==> src/rtl/sel_enc_pkg.sv <==
// Shared defaults, select-source enum and one-hot helper for the register select/encode block.
package sel_enc_pkg;

  localparam int DEF_NUM_REGS = 16;
  localparam int DEF_IDX_W    = 4;
  localparam int DEF_IMM_W    = 19;
  localparam int DEF_DATA_W   = 32;
  localparam int MAX_REGS     = 256;

  typedef enum logic [1:0] {
    SEL_NONE,
    SEL_RA,
    SEL_RB,
    SEL_RC
  } sel_src_e;

  // Indices past MAX_REGS shift out to an all-zero mask; callers narrow with a size cast.
  function automatic logic [MAX_REGS-1:0] onehot(input int unsigned idx);
    onehot = MAX_REGS'(1) << idx;
  endfunction

endpackage

==> src/rtl/reg_select_scoreboard_if.sv <==
// Control-unit <-> register-select bus. The imm_zext field exists only when SEL_ENC_ZEXT_EN is defined.
interface reg_select_scoreboard_if
  import sel_enc_pkg::*;
#(
  parameter int NUM_REGS = DEF_NUM_REGS,
  parameter int IDX_W    = DEF_IDX_W,
  parameter int IMM_W    = DEF_IMM_W,
  parameter int DATA_W   = DEF_DATA_W
);
  logic                issue_valid;
  logic                Gra, Grb, Grc;
  logic                Rin, Rout, BAout;
  logic                reserve;
  logic [IDX_W-1:0]    Ra, Rb, Rc;
  logic [IMM_W-1:0]    C;
  logic                wb_valid;
  logic [IDX_W-1:0]    wb_idx;
`ifdef SEL_ENC_ZEXT_EN
  logic                imm_zext;
`endif
  logic [NUM_REGS-1:0] RinSignals;
  logic [NUM_REGS-1:0] RoutSignals;
  logic                ba_zero;
  logic [DATA_W-1:0]   C_sign_extended;
  logic                stall;
  logic                idx_err;
  logic [NUM_REGS-1:0] busy_vec;

  modport master (
    output issue_valid, Gra, Grb, Grc, Rin, Rout, BAout, reserve,
    output Ra, Rb, Rc, C, wb_valid, wb_idx,
`ifdef SEL_ENC_ZEXT_EN
    output imm_zext,
`endif
    input  RinSignals, RoutSignals, ba_zero, C_sign_extended, stall, idx_err, busy_vec
  );

  modport slave (
    input  issue_valid, Gra, Grb, Grc, Rin, Rout, BAout, reserve,
    input  Ra, Rb, Rc, C, wb_valid, wb_idx,
`ifdef SEL_ENC_ZEXT_EN
    input  imm_zext,
`endif
    output RinSignals, RoutSignals, ba_zero, C_sign_extended, stall, idx_err, busy_vec
  );
endinterface

==> src/rtl/sel_enc_scoreboard.sv <==
// Pending-write scoreboard: one busy bit per register, released by write-back, set by reservations.
module sel_enc_scoreboard
  import sel_enc_pkg::*;
#(
  parameter int NUM_REGS = DEF_NUM_REGS,
  parameter int IDX_W    = DEF_IDX_W
) (
  input  logic                clock,
  input  logic                clear,
  input  logic                wb_valid,
  input  logic [IDX_W-1:0]    wb_idx,
  input  logic                set_valid,
  input  logic [IDX_W-1:0]    set_idx,
  input  logic [IDX_W-1:0]    query_idx,
  output logic [NUM_REGS-1:0] busy_vec,
  output logic                hazard
);
  logic [NUM_REGS-1:0] busy_q, busy_d;
  logic [NUM_REGS-1:0] clr_mask, set_mask, query_mask, busy_eff;

  always_comb begin
    clr_mask   = wb_valid  ? NUM_REGS'(onehot(32'(wb_idx)))  : '0;
    set_mask   = set_valid ? NUM_REGS'(onehot(32'(set_idx))) : '0;
    query_mask = NUM_REGS'(onehot(32'(query_idx)));
    // Same-cycle write-back is visible to the hazard check (bypass).
    busy_eff   = busy_q & ~clr_mask;
    hazard     = |(busy_eff & query_mask);
    busy_d     = busy_eff | set_mask;
  end

  always_ff @(posedge clock or negedge clear) begin
    if (!clear) busy_q <= '0;
    else        busy_q <= busy_d;
  end

  assign busy_vec = busy_q;
endmodule

==> src/rtl/reg_select_scoreboard.sv <==
// Register select/encode with registered one-hot strobes, constant extender and hazard stall.
// Optional SEL_ENC_ZEXT_EN adds bus.imm_zext to zero-extend the constant.
module reg_select_scoreboard
  import sel_enc_pkg::*;
#(
  parameter int NUM_REGS = DEF_NUM_REGS,
  parameter int IDX_W    = DEF_IDX_W,
  parameter int IMM_W    = DEF_IMM_W,
  parameter int DATA_W   = DEF_DATA_W
) (
  input  logic clock,
  input  logic clear,
  reg_select_scoreboard_if.slave bus
);
  sel_src_e            sel_src;
  logic [IDX_W-1:0]    sel_idx;
  logic                in_range, active, ba_r0, hazard, set_valid;
  logic [NUM_REGS-1:0] sel_mask;

  logic [NUM_REGS-1:0] rin_q, rin_d, rout_q, rout_d;
  logic                ba_zero_q, ba_zero_d, stall_q, stall_d, idx_err_q, idx_err_d;
  logic [DATA_W-1:0]   c_ext_q, c_ext_d;

  always_comb begin
    sel_src = SEL_NONE;
    sel_idx = '0;
    if (bus.Gra) begin
      sel_src = SEL_RA;
      sel_idx = bus.Ra;
    end else if (bus.Grb) begin
      sel_src = SEL_RB;
      sel_idx = bus.Rb;
    end else if (bus.Grc) begin
      sel_src = SEL_RC;
      sel_idx = bus.Rc;
    end
  end

  always_comb begin
    in_range = 32'(sel_idx) < 32'(NUM_REGS);
    sel_mask = NUM_REGS'(onehot(32'(sel_idx)));
    active   = bus.issue_valid && (sel_src != SEL_NONE) && (bus.Rin || bus.Rout || bus.BAout);
    // R0 as a base address means literal zero, so it never depends on a pending write.
    ba_r0    = !bus.Rin && bus.BAout && (sel_idx == '0);
  end

  sel_enc_scoreboard #(
    .NUM_REGS (NUM_REGS),
    .IDX_W    (IDX_W)
  ) u_scoreboard (
    .clock     (clock),
    .clear     (clear),
    .wb_valid  (bus.wb_valid),
    .wb_idx    (bus.wb_idx),
    .set_valid (set_valid),
    .set_idx   (sel_idx),
    .query_idx (sel_idx),
    .busy_vec  (bus.busy_vec),
    .hazard    (hazard)
  );

  always_comb begin
    rin_d     = '0;
    rout_d    = '0;
    ba_zero_d = 1'b0;
    stall_d   = 1'b0;
    idx_err_d = 1'b0;
    set_valid = 1'b0;
    if (active) begin
      if (!in_range) begin
        idx_err_d = 1'b1;
      end else if (ba_r0) begin
        ba_zero_d = 1'b1;
      end else if (hazard) begin
        stall_d = 1'b1;
      end else if (bus.Rin) begin
        rin_d     = sel_mask;
        set_valid = bus.reserve;
      end else begin
        rout_d = sel_mask;
      end
    end
  end

  always_comb begin
    c_ext_d = c_ext_q;
    if (bus.issue_valid) begin
`ifdef SEL_ENC_ZEXT_EN
      if (bus.imm_zext) c_ext_d = {{(DATA_W-IMM_W){1'b0}}, bus.C};
      else              c_ext_d = {{(DATA_W-IMM_W){bus.C[IMM_W-1]}}, bus.C};
`else
      c_ext_d = {{(DATA_W-IMM_W){bus.C[IMM_W-1]}}, bus.C};
`endif
    end
  end

  always_ff @(posedge clock or negedge clear) begin
    if (!clear) begin
      rin_q     <= '0;
      rout_q    <= '0;
      ba_zero_q <= 1'b0;
      stall_q   <= 1'b0;
      idx_err_q <= 1'b0;
      c_ext_q   <= '0;
    end else begin
      rin_q     <= rin_d;
      rout_q    <= rout_d;
      ba_zero_q <= ba_zero_d;
      stall_q   <= stall_d;
      idx_err_q <= idx_err_d;
      c_ext_q   <= c_ext_d;
    end
  end

  assign bus.RinSignals      = rin_q;
  assign bus.RoutSignals     = rout_q;
  assign bus.ba_zero         = ba_zero_q;
  assign bus.stall           = stall_q;
  assign bus.idx_err         = idx_err_q;
  assign bus.C_sign_extended = c_ext_q;
endmodule

==> src/flat_wrapper.sv <==
// flat-port wrapper written by rule: the top's interface ports become plain ports
module reg_select_scoreboard_flat import sel_enc_pkg::*;
#(
  parameter int NUM_REGS = DEF_NUM_REGS,
  parameter int IDX_W    = DEF_IDX_W,
  parameter int IMM_W    = DEF_IMM_W,
  parameter int DATA_W   = DEF_DATA_W
)
  (clock, clear, bus_issue_valid, bus_Gra, bus_Grb, bus_Grc, bus_Rin, bus_Rout, bus_BAout, bus_reserve, bus_Ra, bus_Rb, bus_Rc, bus_C, bus_wb_valid, bus_wb_idx, bus_RinSignals, bus_RoutSignals, bus_ba_zero, bus_C_sign_extended, bus_stall, bus_idx_err, bus_busy_vec);
  reg_select_scoreboard_if #(.NUM_REGS(NUM_REGS), .IDX_W(IDX_W), .IMM_W(IMM_W), .DATA_W(DATA_W)) bus_i ();
  input  logic clock;
  input  logic clear;
  input wire logic [$bits(bus_i.issue_valid)-1:0] bus_issue_valid;
  input wire logic [$bits(bus_i.Gra)-1:0] bus_Gra;
  input wire logic [$bits(bus_i.Grb)-1:0] bus_Grb;
  input wire logic [$bits(bus_i.Grc)-1:0] bus_Grc;
  input wire logic [$bits(bus_i.Rin)-1:0] bus_Rin;
  input wire logic [$bits(bus_i.Rout)-1:0] bus_Rout;
  input wire logic [$bits(bus_i.BAout)-1:0] bus_BAout;
  input wire logic [$bits(bus_i.reserve)-1:0] bus_reserve;
  input wire logic [$bits(bus_i.Ra)-1:0] bus_Ra;
  input wire logic [$bits(bus_i.Rb)-1:0] bus_Rb;
  input wire logic [$bits(bus_i.Rc)-1:0] bus_Rc;
  input wire logic [$bits(bus_i.C)-1:0] bus_C;
  input wire logic [$bits(bus_i.wb_valid)-1:0] bus_wb_valid;
  input wire logic [$bits(bus_i.wb_idx)-1:0] bus_wb_idx;
  output wire logic [$bits(bus_i.RinSignals)-1:0] bus_RinSignals;
  output wire logic [$bits(bus_i.RoutSignals)-1:0] bus_RoutSignals;
  output wire logic [$bits(bus_i.ba_zero)-1:0] bus_ba_zero;
  output wire logic [$bits(bus_i.C_sign_extended)-1:0] bus_C_sign_extended;
  output wire logic [$bits(bus_i.stall)-1:0] bus_stall;
  output wire logic [$bits(bus_i.idx_err)-1:0] bus_idx_err;
  output wire logic [$bits(bus_i.busy_vec)-1:0] bus_busy_vec;
  assign bus_i.issue_valid = bus_issue_valid;
  assign bus_i.Gra = bus_Gra;
  assign bus_i.Grb = bus_Grb;
  assign bus_i.Grc = bus_Grc;
  assign bus_i.Rin = bus_Rin;
  assign bus_i.Rout = bus_Rout;
  assign bus_i.BAout = bus_BAout;
  assign bus_i.reserve = bus_reserve;
  assign bus_i.Ra = bus_Ra;
  assign bus_i.Rb = bus_Rb;
  assign bus_i.Rc = bus_Rc;
  assign bus_i.C = bus_C;
  assign bus_i.wb_valid = bus_wb_valid;
  assign bus_i.wb_idx = bus_wb_idx;
  assign bus_RinSignals = bus_i.RinSignals;
  assign bus_RoutSignals = bus_i.RoutSignals;
  assign bus_ba_zero = bus_i.ba_zero;
  assign bus_C_sign_extended = bus_i.C_sign_extended;
  assign bus_stall = bus_i.stall;
  assign bus_idx_err = bus_i.idx_err;
  assign bus_busy_vec = bus_i.busy_vec;
  reg_select_scoreboard #(.NUM_REGS(NUM_REGS), .IDX_W(IDX_W), .IMM_W(IMM_W), .DATA_W(DATA_W)) u_core (.clock(clock), .clear(clear), .bus(bus_i));
endmodule
==> config.mk <==
export PLATFORM = sky130hd
export DESIGN_NAME = reg_select_scoreboard_flat
export DESIGN_NICKNAME = d
export VERILOG_FILES = /design/src/rtl/sel_enc_pkg.sv /design/src/rtl/reg_select_scoreboard_if.sv /design/src/rtl/sel_enc_scoreboard.sv /design/src/rtl/reg_select_scoreboard.sv /design/src/flat_wrapper.sv
export SDC_FILE = /design/constraint.sdc
export NUM_CORES = 1
export LEC_CHECK = 0
export ABC_AREA = 0
export BUFFER_PORTS_ARGS = -buffer_cell sky130_fd_sc_hd__buf_2
export CAP_MARGIN = 10
export CORE_MARGIN = 5
export CORE_UTILIZATION = 48
export DETAILED_ROUTE_END_ITERATION = 8
export PLACE_DENSITY = 0.79
export RECOVER_POWER = 100
export SLEW_MARGIN = 20
export SYNTH_ARGS = -nofsm -noshare
export SYNTH_HDL_FRONTEND = slang
export SYNTH_SLANG_ARGS = --single-unit
==> constraint.sdc <==
create_clock -name clock -period 1.8 [get_ports clock]
set_input_delay 0.27 -clock clock [delete_from_list [all_inputs] [get_ports clock]]
set_output_delay 0.27 -clock clock [all_outputs]
set_load 0.01 [all_outputs]
==> flow_results.org <==
** Outcome
- The flow ran to the end, and the final reports show no timing, DRC or antenna violations.

** STA
- At the pin with the least slew margin, the transition time is roughly 0.97 ns.
- The smallest clock period supported by the final layout is computed as 1.79 ns.
- Slew Limit Headroom :: 0.355
- Worst setup skew after layout :: between 0.009 and 0.01 ns
- Setup repair after global routing could not meet its margin everywhere.
- Number of setup violations in the final report :: 0
- Achievable Freq :: about 560 MHz
- Pins Over Slew Limit :: 0
- The final number of hold-violating endpoints is 0.
- Share of the clock period used by the worst path after layout :: 0.997
- In the final timing run, aggregate negative setup slack is 0 ns.

** Worst setup path
- Gate family responsible for the most delay along the worst path :: compound AO/OA/AOI/OAI gates
- Critical path required time :: 2.02 ns
- For this run, the slowest stage of the critical path takes about 0.26 ns.
- The number of buffers and inverters on the critical path is 4.
- Number of stages on the worst setup path :: 10
- By startpoint and endpoint, the worst setup path is classified as input pin to register.
- Arrival time worst endpoint :: roughly 2.0 ns
- The worst setup path is launched from an input pin.
- Worst setup EP type :: register
- Most common cell type on the critical path :: buf_4
- Along the worst path, the maximum fanout reaches 19.
- The slowest stage of the critical path is the o2111ai_4 cell.
- Cells along the critical path :: buf_4 > nand3b_1 > buf_4 > a21oi_4 > nand2b_4 > o22a_1 > o2111ai_4 > buf_12 > buf_4 > o21ai_1
- For the worst flop-to-flop path, the logic depth is 7.

** Synth
- After synthesis, the mean cell area works out to about 12 µm².
- Cell type with the largest total area after synthesis :: dfrtp_1
- The mapped netlist covers about 3200 µm².
- Counting flops and latches in the post-synthesis netlist gives 69.
- The number of nets in the synthesized netlist is 315.
- Count of mapped cells out of synthesis :: 269
- Cell types occupying the most area after synthesis :: dfrtp_1 (54%), mux2_2 (6.7%), nor4_2 (6.2%), buf_4 (4.2%), o31ai_1 (3.3%)
- The Yosys step of the flow raised 0 warnings.
- For this run, the register share of the synthesized area comes to 0.539.
- Share of Yosys cell area claimed by the top area cell type :: 0.539
- Synth cell types :: 38

** Detailed routing
- Wires add up to between 9000 and 10000 µm.
- Post-detailed-route wirelength per cell :: between 15 and 20 µm
- Highest layer used for signal routing :: met4
- Initial DRC count :: 151
- Drt drc :: 0
- Vias after detailed routing :: 2845
- Via-per-instance ratio :: 5.51
- Number of optimization iterations in the first detailed-route pass :: 4
- Met2 layer wire length in the routed design :: approximately 4400 µm
- Detailed-routed wire length on met3 :: around 850 µm
- For this block, wires on met1 add up to approximately 3600 µm.
- Remaining number of nets flagged by the antenna check after routing :: 0

** Min path
- Tightest Hold Check Type :: input pin to register
- Hold Crit Depth :: 2

** Floorplan
- DIE HEIGHT :: roughly 92 µm
- Starting density of the core :: 0.499
- Measured along the x axis, the die boundary spans 91.7 µm.
- Boundary Pins :: around 130
- In this run the standard cell core region covers between 6000 and 7000 µm².
- Die outline area :: between 8000 and 9000 µm²
- Placement row count :: 29

** Pwr
- Power spread over the standard cell area amounts to approximately 860 nW/µm².
- Worst vdd ir :: between 0.4 and 0.5 mV
- Leak :: 1.93 nW

** Clock tree
- TritonCTS built the clock tree.
- Clock-pin slew reported for the worst setup and hold paths after clock tree synthesis :: roughly 0.070 ns
- Clock latency on the worst-skew pair, taken at its later pin, is 0.34 ns.
- Sinks on the clock net :: between 60 and 70
- Total clock buffers created by CTS :: 9
- The H-tree was split into 3 levels.
- In this run the deepest clock path goes through 2 buffers.
- Clock tree synthesis selected as its root buffer the cell clkbuf_8.

** Global route
- All-Layer GR Usage :: 0.213
- Vias in the first global route :: roughly 2800
- Maximum number of pins on one net before global-route repair :: 70
- Wire length of the first global-routing pass :: 14100 µm
- The initial antenna violation count was 0.
- After global routing the overflow that remains totals 0.

** Placed design
- Counting tap cells, the placed design contains a total of roughly 500 instances.
- The placed instances occupy a cell area of 4250 µm².
- Port buffering added roughly 130 buffers.
- Routability congestion estimate :: about 0.97
- The HPWL after detailed placement is between 6000 and 7000 µm.

** Job
- Max capacitance violation total :: 0

** Finish
- Number of inserted diodes :: 0
- End-of-flow core utilization :: 0.704
- Final Instance Count excl. Fillers :: around 520
- Final #Nets :: 480
- Share of layout cells above drive strength 1 :: 0.426
- The library cells used most frequently in the layout, excluding fill and tap cells, are clkbuf_1 (83), dfrtp_1 (69), buf_4 (44).
- Layout area overhead :: 41.2%
- Once layout is done, the placed cells without fillers occupy 4520 µm².
- The library cell used most frequently in the layout, excluding fill and tap cells, is clkbuf_1.
==> flip-flops by register name, summed over array words and instances, names as in the netlist <==
name and flops:
u_core.bus.RinSignals 16, u_core.u_scoreboard.busy_vec 16, u_core.bus.ba_zero 1, u_core.bus.RoutSignals 16, u_core.bus.C_sign_extended 19, u_core.bus.stall 1
==> kinds of logic after synthesis <==
kind of cell | count (synthesis) | share of synthesized area
and+or+nand+nor | 92 | 0.189
DFF | 69 | 0.539
AOI/OAI and AO/OA | 51 | 0.122
buffers and inverters | 32 | 0.0668
muxes | 24 | 0.0824
other | 1 | 0.00117
==> area by class of cell <==
type / count / area, µm²
Fill cell: 504 / 1900
Sequential cell: 69 / 1730
Multi-Input combinational cell: 170 / 1480
Timing Repair Buffer: 181 / 1030
Clock buffer: 10 / 138
Tap cell: 77 / 96.3
Clock inverter: 6 / 38.8
Inverter: 3 / 11.3
==> where the power goes <==
part           leakage [nW]  switching [mW]  internal [mW]
logic                 0.933           0.582          0.445
registers             0.910          0.0756           1.67
clock network        0.0880           0.586          0.531
==> what timing repair did <==
action	4_1_cts	5_1_grt
gates cloned	1	1
hold endpoints to repair	69	0
setup endpoints to repair	6	42
hold buffers	1	0
pin swaps	2	5
resized for setup	3	27
buffers inserted	2	1
==> cells in the mapped netlist, drive strengths merged <==
cell type  instances
dfrtp             69
nor4              29
buf               25
nand2             21
mux2              19
o21ai             18
o31ai             14
nor3               8
a21oi              7
nand3b             6
nor2               6
mux2i              5
clkbuf             4
nand2b             4
nand3              4
nor2b              4
and3               3
inv                3
a22o               2
a22oi              2
a32oi              2
and2               2
nor3b              2
or2                2
conb               1
o2111ai            1
o211ai             1
o221a              1
o221ai             1
o22a               1
o31a               1
or3b               1
==> metal layers <==
layer,track usage,up-vias
li1,-,1317
met1,0.269,1368
met2,0.348,140
met3,0.0532,20
met4,0.0903,0
met5,0,-
==> worst paths after layout <==
kind / start / endpoint / slack, ns
worst max-delay path: bus_Grb / u_core.u_scoreboard.busy_vec[5]$_DFF_PN0_ / 0.006
worst min-delay path: bus_C[12] / u_core.bus.C_sign_extended[12]$_DFFE_PN0P_ / 0.16
worst max register to register: u_core.u_scoreboard.busy_vec[15]$_DFF_PN0_ / u_core.bus.stall$_DFF_PN0_ / 0.04
worst min register to register: u_core.bus.C_sign_extended[12]$_DFFE_PN0P_ / u_core.bus.C_sign_extended[12]$_DFFE_PN0P_ / 0.51
max in group asynchronous: clear / u_core.bus.C_sign_extended[18]$_DFFE_PN0P_ / 0.49
min in group asynchronous: clear / u_core.bus.C_sign_extended[13]$_DFFE_PN0P_ / 0.71
==> through the flow <==
stage          power (mW)  worst slack, ns  hold slack (ns)
4_1_cts              3.91        -0.000656            0.143
6_report             3.89          0.00612            0.158
3_3_place_gp         2.73           -0.317            0.315
5_1_grt              4.09          -0.0414            0.150
2_1_floorplan        2.31          -0.0453          -0.0256
3_5_place_dp         2.76           -0.415            0.322
Power figures use the tool's default switching activity.
